File: src/rtl/arcade_input_conditioner_if.sv
// Handshake-free input/output bundle for arcade_input_conditioner.
// master drives raw inputs, slave is the conditioner itself.
interface arcade_input_conditioner_if;
  logic [10:0] ps2_key;
  logic [15:0] joy;
  logic        autofire_en;
  logic [4:0]  p1_ctrl;
  logic [4:0]  p2_ctrl;
  logic        start1;
  logic        start2;
  logic        coin_out;
  logic        coin_busy;
  logic [7:0]  coin_count;

  modport master (
    output ps2_key, joy, autofire_en,
    input  p1_ctrl, p2_ctrl, start1, start2,
    input  coin_out, coin_busy, coin_count
  );

  modport slave (
    input  ps2_key, joy, autofire_en,
    output p1_ctrl, p2_ctrl, start1, start2,
    output coin_out, coin_busy, coin_count
  );
endinterface

File: src/rtl/arcade_input_conditioner.sv
// arcade_input_conditioner: ps2 keys + joystick -> core controls, coin shaper.
// Optional autofire gating of fire bits when INPUT_AUTOFIRE_EN is defined.
module arcade_input_conditioner #(
  parameter int COIN_PULSE_CYC   = 2000000,
  parameter int COIN_HOLDOFF_CYC = 4000000,
  parameter int AUTOFIRE_DIV     = 4000000
) (
  input logic clk_sys,
  input logic reset,
  arcade_input_conditioner_if.slave bus
);

  localparam int K_UP1    = 0;
  localparam int K_DOWN1  = 1;
  localparam int K_LEFT1  = 2;
  localparam int K_RIGHT1 = 3;
  localparam int K_FIRE1  = 4;
  localparam int K_START1 = 5;
  localparam int K_START2 = 6;
  localparam int K_COINA  = 7;
  localparam int K_COINB  = 8;
  localparam int K_UP2    = 9;
  localparam int K_DOWN2  = 10;
  localparam int K_LEFT2  = 11;
  localparam int K_RIGHT2 = 12;
  localparam int K_FIRE2  = 13;

  localparam logic [22:0] PULSE_LD = 23'(COIN_PULSE_CYC - 1);
  localparam logic [22:0] HOLD_LD  = 23'(COIN_HOLDOFF_CYC - 1);

  typedef enum logic [1:0] {
    S_IDLE,
    S_PULSE,
    S_HOLD,
    S_WREL
  } state_t;

  logic        old_tgl_q;
  logic [13:0] key_q;
  logic [13:0] key_d;
  logic        evt;
  logic        pr;
  logic        ext;
  logic [7:0]  code;

  logic [4:0]  p1_q;
  logic [4:0]  p2_q;
  logic        s1_q;
  logic        s2_q;
  logic        p1_fire;
  logic        p2_fire;
  logic        p1_fire_raw;
  logic        p2_fire_raw;

  logic        coin_raw;
  logic        coin_raw_q;
  logic        coin_dly_q;
  logic        coin_rise;
  state_t      state_q;
  logic [22:0] cnt_q;
  logic        coin_out_q;
  logic        busy_q;
  logic [7:0]  count_q;

  logic        unused_ok;
  assign unused_ok = ^{1'b0, bus.joy[15:8]};

  assign evt  = bus.ps2_key[10] != old_tgl_q;
  assign pr   = bus.ps2_key[9];
  assign ext  = bus.ps2_key[8];
  assign code = bus.ps2_key[7:0];

  // Scancode decode: arrow keys match with or without the E0 prefix.
  always_comb begin
    key_d = key_q;
    if (evt) begin
      case (code)
        8'h75: key_d[K_UP1] = pr;
        8'h72: key_d[K_DOWN1] = pr;
        8'h6B: key_d[K_LEFT1] = pr;
        8'h74: key_d[K_RIGHT1] = pr;
        8'h29: if (!ext) key_d[K_FIRE1] = pr;
        8'h14: if (!ext) key_d[K_FIRE1] = pr;
        8'h05: if (!ext) key_d[K_START1] = pr;
        8'h16: if (!ext) key_d[K_START1] = pr;
        8'h06: if (!ext) key_d[K_START2] = pr;
        8'h1E: if (!ext) key_d[K_START2] = pr;
        8'h2E: if (!ext) key_d[K_COINA] = pr;
        8'h36: if (!ext) key_d[K_COINB] = pr;
        8'h2D: if (!ext) key_d[K_UP2] = pr;
        8'h2B: if (!ext) key_d[K_DOWN2] = pr;
        8'h23: if (!ext) key_d[K_LEFT2] = pr;
        8'h34: if (!ext) key_d[K_RIGHT2] = pr;
        8'h1C: if (!ext) key_d[K_FIRE2] = pr;
        default: ;
      endcase
    end
  end

  // Held-key state; toggle is resynced in reset so no phantom event.
  always_ff @(posedge clk_sys) begin
    if (reset) begin
      old_tgl_q <= bus.ps2_key[10];
      key_q     <= '0;
    end else begin
      old_tgl_q <= bus.ps2_key[10];
      key_q     <= key_d;
    end
  end

  assign p1_fire_raw = key_q[K_FIRE1] | bus.joy[4];
  assign p2_fire_raw = key_q[K_FIRE2] | bus.joy[4];

`ifdef INPUT_AUTOFIRE_EN
  logic        phase_q;
  logic [31:0] af_cnt_q;
  logic        any_fire;

  assign any_fire = p1_fire_raw | p2_fire_raw;

  // Autofire phase: starts "on" so the first press fires at once.
  always_ff @(posedge clk_sys) begin
    if (reset || !any_fire) begin
      phase_q  <= 1'b1;
      af_cnt_q <= '0;
    end else if (af_cnt_q == 32'(AUTOFIRE_DIV - 1)) begin
      phase_q  <= ~phase_q;
      af_cnt_q <= '0;
    end else begin
      af_cnt_q <= af_cnt_q + 32'd1;
    end
  end

  assign p1_fire = p1_fire_raw & (~bus.autofire_en | phase_q);
  assign p2_fire = p2_fire_raw & (~bus.autofire_en | phase_q);
`else
  logic unused_af;
  assign unused_af = bus.autofire_en;
  assign p1_fire   = p1_fire_raw;
  assign p2_fire   = p2_fire_raw;
`endif

  // Registered player/start outputs: keys OR'd with joystick.
  always_ff @(posedge clk_sys) begin
    if (reset) begin
      p1_q <= '0;
      p2_q <= '0;
      s1_q <= 1'b0;
      s2_q <= 1'b0;
    end else begin
      p1_q <= {p1_fire,
               key_q[K_UP1] | bus.joy[3],
               key_q[K_DOWN1] | bus.joy[2],
               key_q[K_LEFT1] | bus.joy[1],
               key_q[K_RIGHT1] | bus.joy[0]};
      p2_q <= {p2_fire,
               key_q[K_UP2] | bus.joy[3],
               key_q[K_DOWN2] | bus.joy[2],
               key_q[K_LEFT2] | bus.joy[1],
               key_q[K_RIGHT2] | bus.joy[0]};
      s1_q <= key_q[K_START1] | bus.joy[5];
      s2_q <= key_q[K_START2] | bus.joy[6];
    end
  end

  assign coin_raw  = key_q[K_COINA] | key_q[K_COINB] | bus.joy[7];
  assign coin_rise = coin_raw_q & ~coin_dly_q;

  // Coin request register and its delayed copy for edge detect.
  always_ff @(posedge clk_sys) begin
    if (reset) begin
      coin_raw_q <= 1'b0;
      coin_dly_q <= 1'b0;
    end else begin
      coin_raw_q <= coin_raw;
      coin_dly_q <= coin_raw_q;
    end
  end

  // Coin FSM: one fixed pulse, holdoff, then wait for release.
  always_ff @(posedge clk_sys) begin
    if (reset) begin
      state_q    <= S_IDLE;
      cnt_q      <= '0;
      coin_out_q <= 1'b0;
      busy_q     <= 1'b0;
      count_q    <= '0;
    end else begin
      unique case (state_q)
        S_IDLE: begin
          if (coin_rise) begin
            state_q    <= S_PULSE;
            cnt_q      <= PULSE_LD;
            coin_out_q <= 1'b1;
            busy_q     <= 1'b1;
            count_q    <= count_q + 8'd1;
          end
        end
        S_PULSE: begin
          if (cnt_q == '0) begin
            state_q    <= S_HOLD;
            cnt_q      <= HOLD_LD;
            coin_out_q <= 1'b0;
          end else begin
            cnt_q <= cnt_q - 23'd1;
          end
        end
        S_HOLD: begin
          if (cnt_q == '0) begin
            if (coin_raw_q) begin
              state_q <= S_WREL;
            end else begin
              state_q <= S_IDLE;
              busy_q  <= 1'b0;
            end
          end else begin
            cnt_q <= cnt_q - 23'd1;
          end
        end
        S_WREL: begin
          if (!coin_raw_q) begin
            state_q <= S_IDLE;
            busy_q  <= 1'b0;
          end
        end
      endcase
    end
  end

  assign bus.p1_ctrl    = p1_q;
  assign bus.p2_ctrl    = p2_q;
  assign bus.start1     = s1_q;
  assign bus.start2     = s2_q;
  assign bus.coin_out   = coin_out_q;
  assign bus.coin_busy  = busy_q;
  assign bus.coin_count = count_q;

endmodule

File: src/flat_wrapper.sv
// flat-port wrapper written by rule: the top's interface ports become plain ports
module arcade_input_conditioner_flat 
#(
  parameter int COIN_PULSE_CYC   = 2000000,
  parameter int COIN_HOLDOFF_CYC = 4000000,
  parameter int AUTOFIRE_DIV     = 4000000
)
  (clk_sys, reset, bus_ps2_key, bus_joy, bus_autofire_en, bus_p1_ctrl, bus_p2_ctrl, bus_start1, bus_start2, bus_coin_out, bus_coin_busy, bus_coin_count);
  arcade_input_conditioner_if bus_i ();
  input logic clk_sys;
  input logic reset;
  input wire logic [$bits(bus_i.ps2_key)-1:0] bus_ps2_key;
  input wire logic [$bits(bus_i.joy)-1:0] bus_joy;
  input wire logic [$bits(bus_i.autofire_en)-1:0] bus_autofire_en;
  output wire logic [$bits(bus_i.p1_ctrl)-1:0] bus_p1_ctrl;
  output wire logic [$bits(bus_i.p2_ctrl)-1:0] bus_p2_ctrl;
  output wire logic [$bits(bus_i.start1)-1:0] bus_start1;
  output wire logic [$bits(bus_i.start2)-1:0] bus_start2;
  output wire logic [$bits(bus_i.coin_out)-1:0] bus_coin_out;
  output wire logic [$bits(bus_i.coin_busy)-1:0] bus_coin_busy;
  output wire logic [$bits(bus_i.coin_count)-1:0] bus_coin_count;
  assign bus_i.ps2_key = bus_ps2_key;
  assign bus_i.joy = bus_joy;
  assign bus_i.autofire_en = bus_autofire_en;
  assign bus_p1_ctrl = bus_i.p1_ctrl;
  assign bus_p2_ctrl = bus_i.p2_ctrl;
  assign bus_start1 = bus_i.start1;
  assign bus_start2 = bus_i.start2;
  assign bus_coin_out = bus_i.coin_out;
  assign bus_coin_busy = bus_i.coin_busy;
  assign bus_coin_count = bus_i.coin_count;
  arcade_input_conditioner #(.COIN_PULSE_CYC(COIN_PULSE_CYC), .COIN_HOLDOFF_CYC(COIN_HOLDOFF_CYC), .AUTOFIRE_DIV(AUTOFIRE_DIV)) u_core (.clk_sys(clk_sys), .reset(reset), .bus(bus_i));
endmodule
File: config.mk
export PLATFORM = sky130hd
export DESIGN_NAME = arcade_input_conditioner_flat
export DESIGN_NICKNAME = d
export VERILOG_FILES = /design/src/rtl/arcade_input_conditioner_if.sv /design/src/rtl/arcade_input_conditioner.sv /design/src/flat_wrapper.sv
export SDC_FILE = /design/constraint.sdc
export NUM_CORES = 1
export LEC_CHECK = 0
export BUFFER_PORTS_ARGS = -buffer_cell sky130_fd_sc_hd__buf_4
export CAP_MARGIN = 20
export CORE_AREA = 2 2 93 72
export CTS_BUF_LIST = sky130_fd_sc_hd__clkbuf_8
export DETAILED_ROUTE_END_ITERATION = 12
export DIE_AREA = 0 0 95 74
export PLACE_DENSITY = 0.84
export SLEW_MARGIN = 25
export SYNTH_ARGS = -nofsm -noshare
export SYNTH_HDL_FRONTEND = slang
export SYNTH_SLANG_ARGS = --single-unit
File: constraint.sdc
create_clock -name clk_sys -period 3.7 [get_ports clk_sys]
set_clock_uncertainty 0.15 [all_clocks]
set_input_delay 0.37 -clock clk_sys [delete_from_list [all_inputs] [get_ports clk_sys]]
set_output_delay 0.37 -clock clk_sys [all_outputs]
set_load 0.05 [all_outputs]
; Yosys cells after proc, flatten, opt, wreduce, memory -nomap -nowiden
; Index checks and enable logic that the tools add are counted.
[op_classes]
add_sub_neg = 2
n_eq_ne = 26
mux = 16
bitwise_logic = 17
n_reduce_logical = 27
[ops]
columns = operator, count
row1 = two-way mux 23 bit, 3
row2 = case mux 23 bit (3 select lines), 1
row3 = == test 8 x 6 -> 1 bit (second input constant), 7
row4 = AND reduction 3 bit, 13
row5 = == test 8 x 5 -> 1 bit (second input constant), 4
row6 = == test 8 x 7 -> 1 bit (second input constant), 4
row7 = logical NOT 23 bit, 1
row8 = subtractor 23 x 1 -> 23 bit (second input constant), 1
row9 = == test 8 x 3 -> 1 bit (second input constant), 2
row10 = OR 1 bit, 14
row11 = two-way mux 2 bit, 5
row12 = AND reduction 2 bit, 5
row13 = adder 8 x 1 -> 8 bit (second input constant), 1
row14 = case mux 2 bit (4 select lines), 1
row15 = != test 2 x 1 -> 1 bit (second input constant), 3
row16 = nonzero test 3 bit, 2
row17 = OR reduction 2 bit, 3
row18 = == test 2 bit (second input constant), 2
row19 = two-way mux 1 bit, 4
row20 = != test 2 bit (second input constant), 2
row21 = AND reduction 4 bit, 1
row22 = case mux 1 bit (3 select lines), 1
row23 = == test 2 x 1 -> 1 bit (second input constant), 1
row24 = logical NOT 2 bit, 1
row25 = 5 further kinds, 6
[totals]
ff_bits = 64
inputBits = 30
output_inout_bits = 22
wordCells = 114

; Longest topological paths before layout
[depth]
ltp_word = 4
ltp_mapped = 9
depth_no_buf = 7

; Least setup slack after synthesis
; No wires, ideal clock.
[synth_path]
path_kind = flip-flop to flip-flop
from = register u_core.cnt_q[8]
to = register u_core.cnt_q[21]
setup_time_ns = 0.114
t_arrival_ns = 2.240
setup_slack_ns = 1.196
path_stages_with_launch = 8
synth_period_minus_slack_ns = 2.504
path_cell_list = dfxtp_1 -> or4_1 -> buf_2 -> or4_4 -> buf_6 -> o31ai_2 -> o22ai_1 -> a21o_1
[synth_via]
elab_chain_len = 3
elab_cells_between_ends = 7
[synth_lines]
columns = element, line_no
row1 = from (decl), arcade_input_conditioner.sv:60  ; logic [22:0] cnt_q;
row2 = from (signal assigned), arcade_input_conditioner.sv:205  ; cnt_q <= cnt_q - 23'd1;
row3 = from (signal assigned), arcade_input_conditioner.sv:217  ; cnt_q <= cnt_q - 23'd1;
row4 = subtractor 23 x 1 -> 23 bit or logical NOT 23 bit (tied branches), --
row5 = "two-way mux 23 bit, or another cell as far along", arcade_input_conditioner.sv:209  ; if (cnt_q == '0) begin
row6 = case mux 23 bit (3 select lines) or AND reduction 3 bit (tied branches), --
; Parallel ways exist; a longest one is shown, timed or not. The select of a mux whose other input is x is not followed.
; A chain may end at the register's enable or synchronous reset.

; Final worst setup path
[layout_path]
from = register u_core.cnt_q[8]
to = register u_core.cnt_q[12]
; The elaborated chain is that of the path after synthesis.

==> impl_metrics.toml <==
[status]
status = "finished, final reports clean"

[route]
vias_per_cell = 6.17
vias = 3203
drt.antenna.violating_nets = 0
drcViolationCount = 0
drt-total-wl_mm = 8.20
wl_per_cell_um = 15.8
drtPass1Iterations = 9
dr.first_iter.drc_count = 383

[setup_path]
crit_path_end = "u_core.cnt_q[12]"
cp_max_fo = 16
crit_type = "flip-flop to flip-flop"
worstReg2RegEnd = "u_core.cnt_q[12]"
startpoint = "u_core.cnt_q[8]"
crit_required_ps = 3830
start_kind = "flip-flop"
reg2reg_from = "u_core.cnt_q[8]"
critPathArrivalTime_ps = 3080
reg2reg_depth = 5
endpoint_kind = "flip-flop"
regToRegSetupSlack_ps = 750

[yosys]
synth-seq-area-share_pct = 39.1
ys_warn_count = 0
ys.flop_type = "dfxtp_1"
synth_nets = 430
async_flop_share_pct = 0
synth-edff-count = 0
synth-seq-cells = 64
syn-instance-count = 393
ys_types = 55
syn_avg_cell_area_um2 = 8.34
syn_area_um2 = 3280

[global_route]
grt_usage_pct = 24.2
first_global_vias = 2875
grt_pass1_wl_mm = 13.3
grt.overflow.total = 0
antenna_found_initial = 0
grt_max_degree = 53

[timing]
setup_slack_ps = 748
finalSetupTns_ps = 0
slew_viol_final = 0
fmax_mhz = 339
hold_viol_final = 0
period_needed_ps = 2950
slew-limit-headroom_pct = 54.5
tightest_slew_ps = 678
period_share_pct = 79.8
fin_hold_ws_ps = 74.9
setup_viol = 0
rsz0062_at_grt = "no"

[cts]
root_buffer = "clkbuf_8"
cts-buffers-inserted = 9
clk_pin_slew_worst_paths_ps = 70
insertion_delay_ps = 350
cts_tree = "done"
postCtsSetupBuffers = 0
cts_htree_levels = 3
clkSinkCount = 64
clockBufferDepth = 2
post_cts_resized = 0

[power]
pwr_density_cell_nw_per_um2 = 749
netSwitchingFraction_pct = 44.0
comb_power_share_pct = 46.4
p_sw_mw = 1.28
clockPowerShare_pct = 23.4
power_leakage_nw = 1.54
ir_drop_v = 0.000363
share_seq_of_total_power_pct = 30.3
internal-power_mw = 1.63

[placement]
place_congestion = 0.988
dp_hpwl_mm = 5.57
io_buffer_count = 42
pre_cts_slack_ps = 799

[hold_path]
hp-class = "input port to flip-flop"

[layout]
fillers = 500
final_util_pct = 63.1
nets = 470
drive_above_1_share_pct = 18.0
final_cell_mix = "dfxtp_1 (64), nor2_1 (59), buf_4 (47), a21oi_1 (32), nand2_1 (23)"
areaGrowthSynthToFinish_pct = 18.7
diodes = 0
final_common_cell = "dfxtp_1"

[run]
drv_cap = 0

[die]
ioPinCount = 52
die_h_um = 74
core_area_um2 = 6160
dieArea_um2 = 7030
start_util_pct = 53.2
die_x_um = 95
rows = 25
-- per-layer routing --
layer / global-route usage, % / routed length [um] / vias to the layer above
met5: 0 / 0 / -
met4: 10.5 / 195 / 0
met3: 7.40 / 671 / 30
met2: 37.5 / 3610 / 156
met1: 31.6 / 3720 / 1483
li1: - / - / 1534
-- what timing repair did --
action                                 CTS  global route
hold buffers                             1             0
setup endpoints to repair                0             0
endpoints found under the hold margin    1             0
-- critical path, stage by stage, from the launching register on --
cell and delay, ps:
dfxtp_1 370, or4_1 690, or4_4 700, o31ai_4 600, o21ai_0 200, a21oi_1 150
-- per-stage QoR --
step | power [mW] | std cells | instance area [um^2]
after CTS | 2.88 | 519 | 3880
after detailed placement | 2.19 | 502 | 3640
after global routing | 3.07 | 519 | 3890
after global placement | 2.14 | 502 | 3640
final | 2.91 | 519 | 3890
after floorplan | 1.88 | 393 | 3280
-- flip-flops by register name (all words and copies together), names as in the netlist --
register and count:
u_core.bus.start1 1, u_core.bus.start2 1, u_core.old_tgl_q 1, u_core.bus.p1_ctrl 5, u_core.coin_dly_q 1, u_core.cnt_q 23, u_core.coin_raw_q 1, u_core.bus.coin_count 8
u_core.bus.coin_busy 1, u_core.key_q 14, u_core.bus.p2_ctrl 5, u_core.bus.coin_out 1, u_core.state_q 2
-- power by group through the flow --
stage / registers [mW] / logic, mW / clock network, mW
2_1_floorplan: 0.930 / 0.947 / 0
3_3_place_gp: 0.886 / 1.25 / 0
3_5_place_dp: 0.895 / 1.29 / 0
4_1_cts: 0.879 / 1.30 / 0.693
5_1_grt: 0.896 / 1.45 / 0.724
6_report: 0.882 / 1.35 / 0.681
-- worst min path at each step --
stage / slack, ps / depth (start not counted) / end / startpoint
after floorplan: 250 / 0 / u_core.old_tgl_q / bus_ps2_key[10]
after global placement: 290 / 2 / u_core.key_q[11] / u_core.key_q[11]
after detailed placement: 300 / 2 / u_core.key_q[2] / u_core.key_q[2]
after CTS: 60 / 3 / u_core.bus.start2 / bus_joy[6]
after global routing: 70 / 3 / u_core.coin_raw_q / bus_joy[7]
final: 70 / 3 / u_core.bus.start2 / bus_joy[6]
-- Yosys cell counts, drive strengths merged, types with 3 or more instances --
| library cell | instances | share of area, % |
|---|---|---|
| nand2 | 23 | 2.6 |
| inv | 10 | 1.1 |
| nor4 | 9 | 2.2 |
| a21o | 4 | 0.92 |
| nor3 | 15 | 2.3 |
| xor2 | 6 | 1.6 |
| ha | 7 | 2.7 |
| buf | 5 | 1.1 |
| o31ai | 8 | 2.8 |
| clkbuf | 14 | 1.6 |
| nor2 | 59 | 6.8 |
| or2 | 4 | 0.76 |
| nand3 | 11 | 1.7 |
| a31oi | 4 | 0.76 |
| a21oi | 32 | 4.9 |
| or4 | 11 | 2.6 |
| xnor2 | 3 | 0.80 |
| o22ai | 6 | 1.1 |
| nor2b | 6 | 1.1 |
| mux2i | 13 | 4.0 |
| or3 | 8 | 1.5 |
| dfxtp | 64 | 39 |
| o211ai | 3 | 0.84 |
| nand4b | 3 | 0.80 |
| nand4 | 12 | 2.3 |
| o21ai | 16 | 2.4 |
| nand2b | 4 | 0.76 |
| a211oi | 4 | 0.92 |
-- area by class of cell --
cell class | instances | area (um^2) | area share (%)
clock buffers | 10 | 138 | 3.54
clock inverters | 6 | 91.3 | 2.35
inverters | 10 | 37.5 | 0.965
multi-input cells | 300 | 1880 | 48.3
flip-flops and latches | 64 | 1280 | 32.9
well taps | 81 | 101 | 2.61
repair buffers | 48 | 363 | 9.33
-- cell families after synthesis --
family / Yosys count / share of synthesized area [%]
simple gates: 178 / 28.5
flops: 64 / 39.1
mux: 13 / 3.97
fa+ha+maj: 7 / 2.67
compound gates: 93 / 19.5
xor+xnor: 9 / 2.41
buf+inv: 29 / 3.82
(Power assumes the default switching activity.)
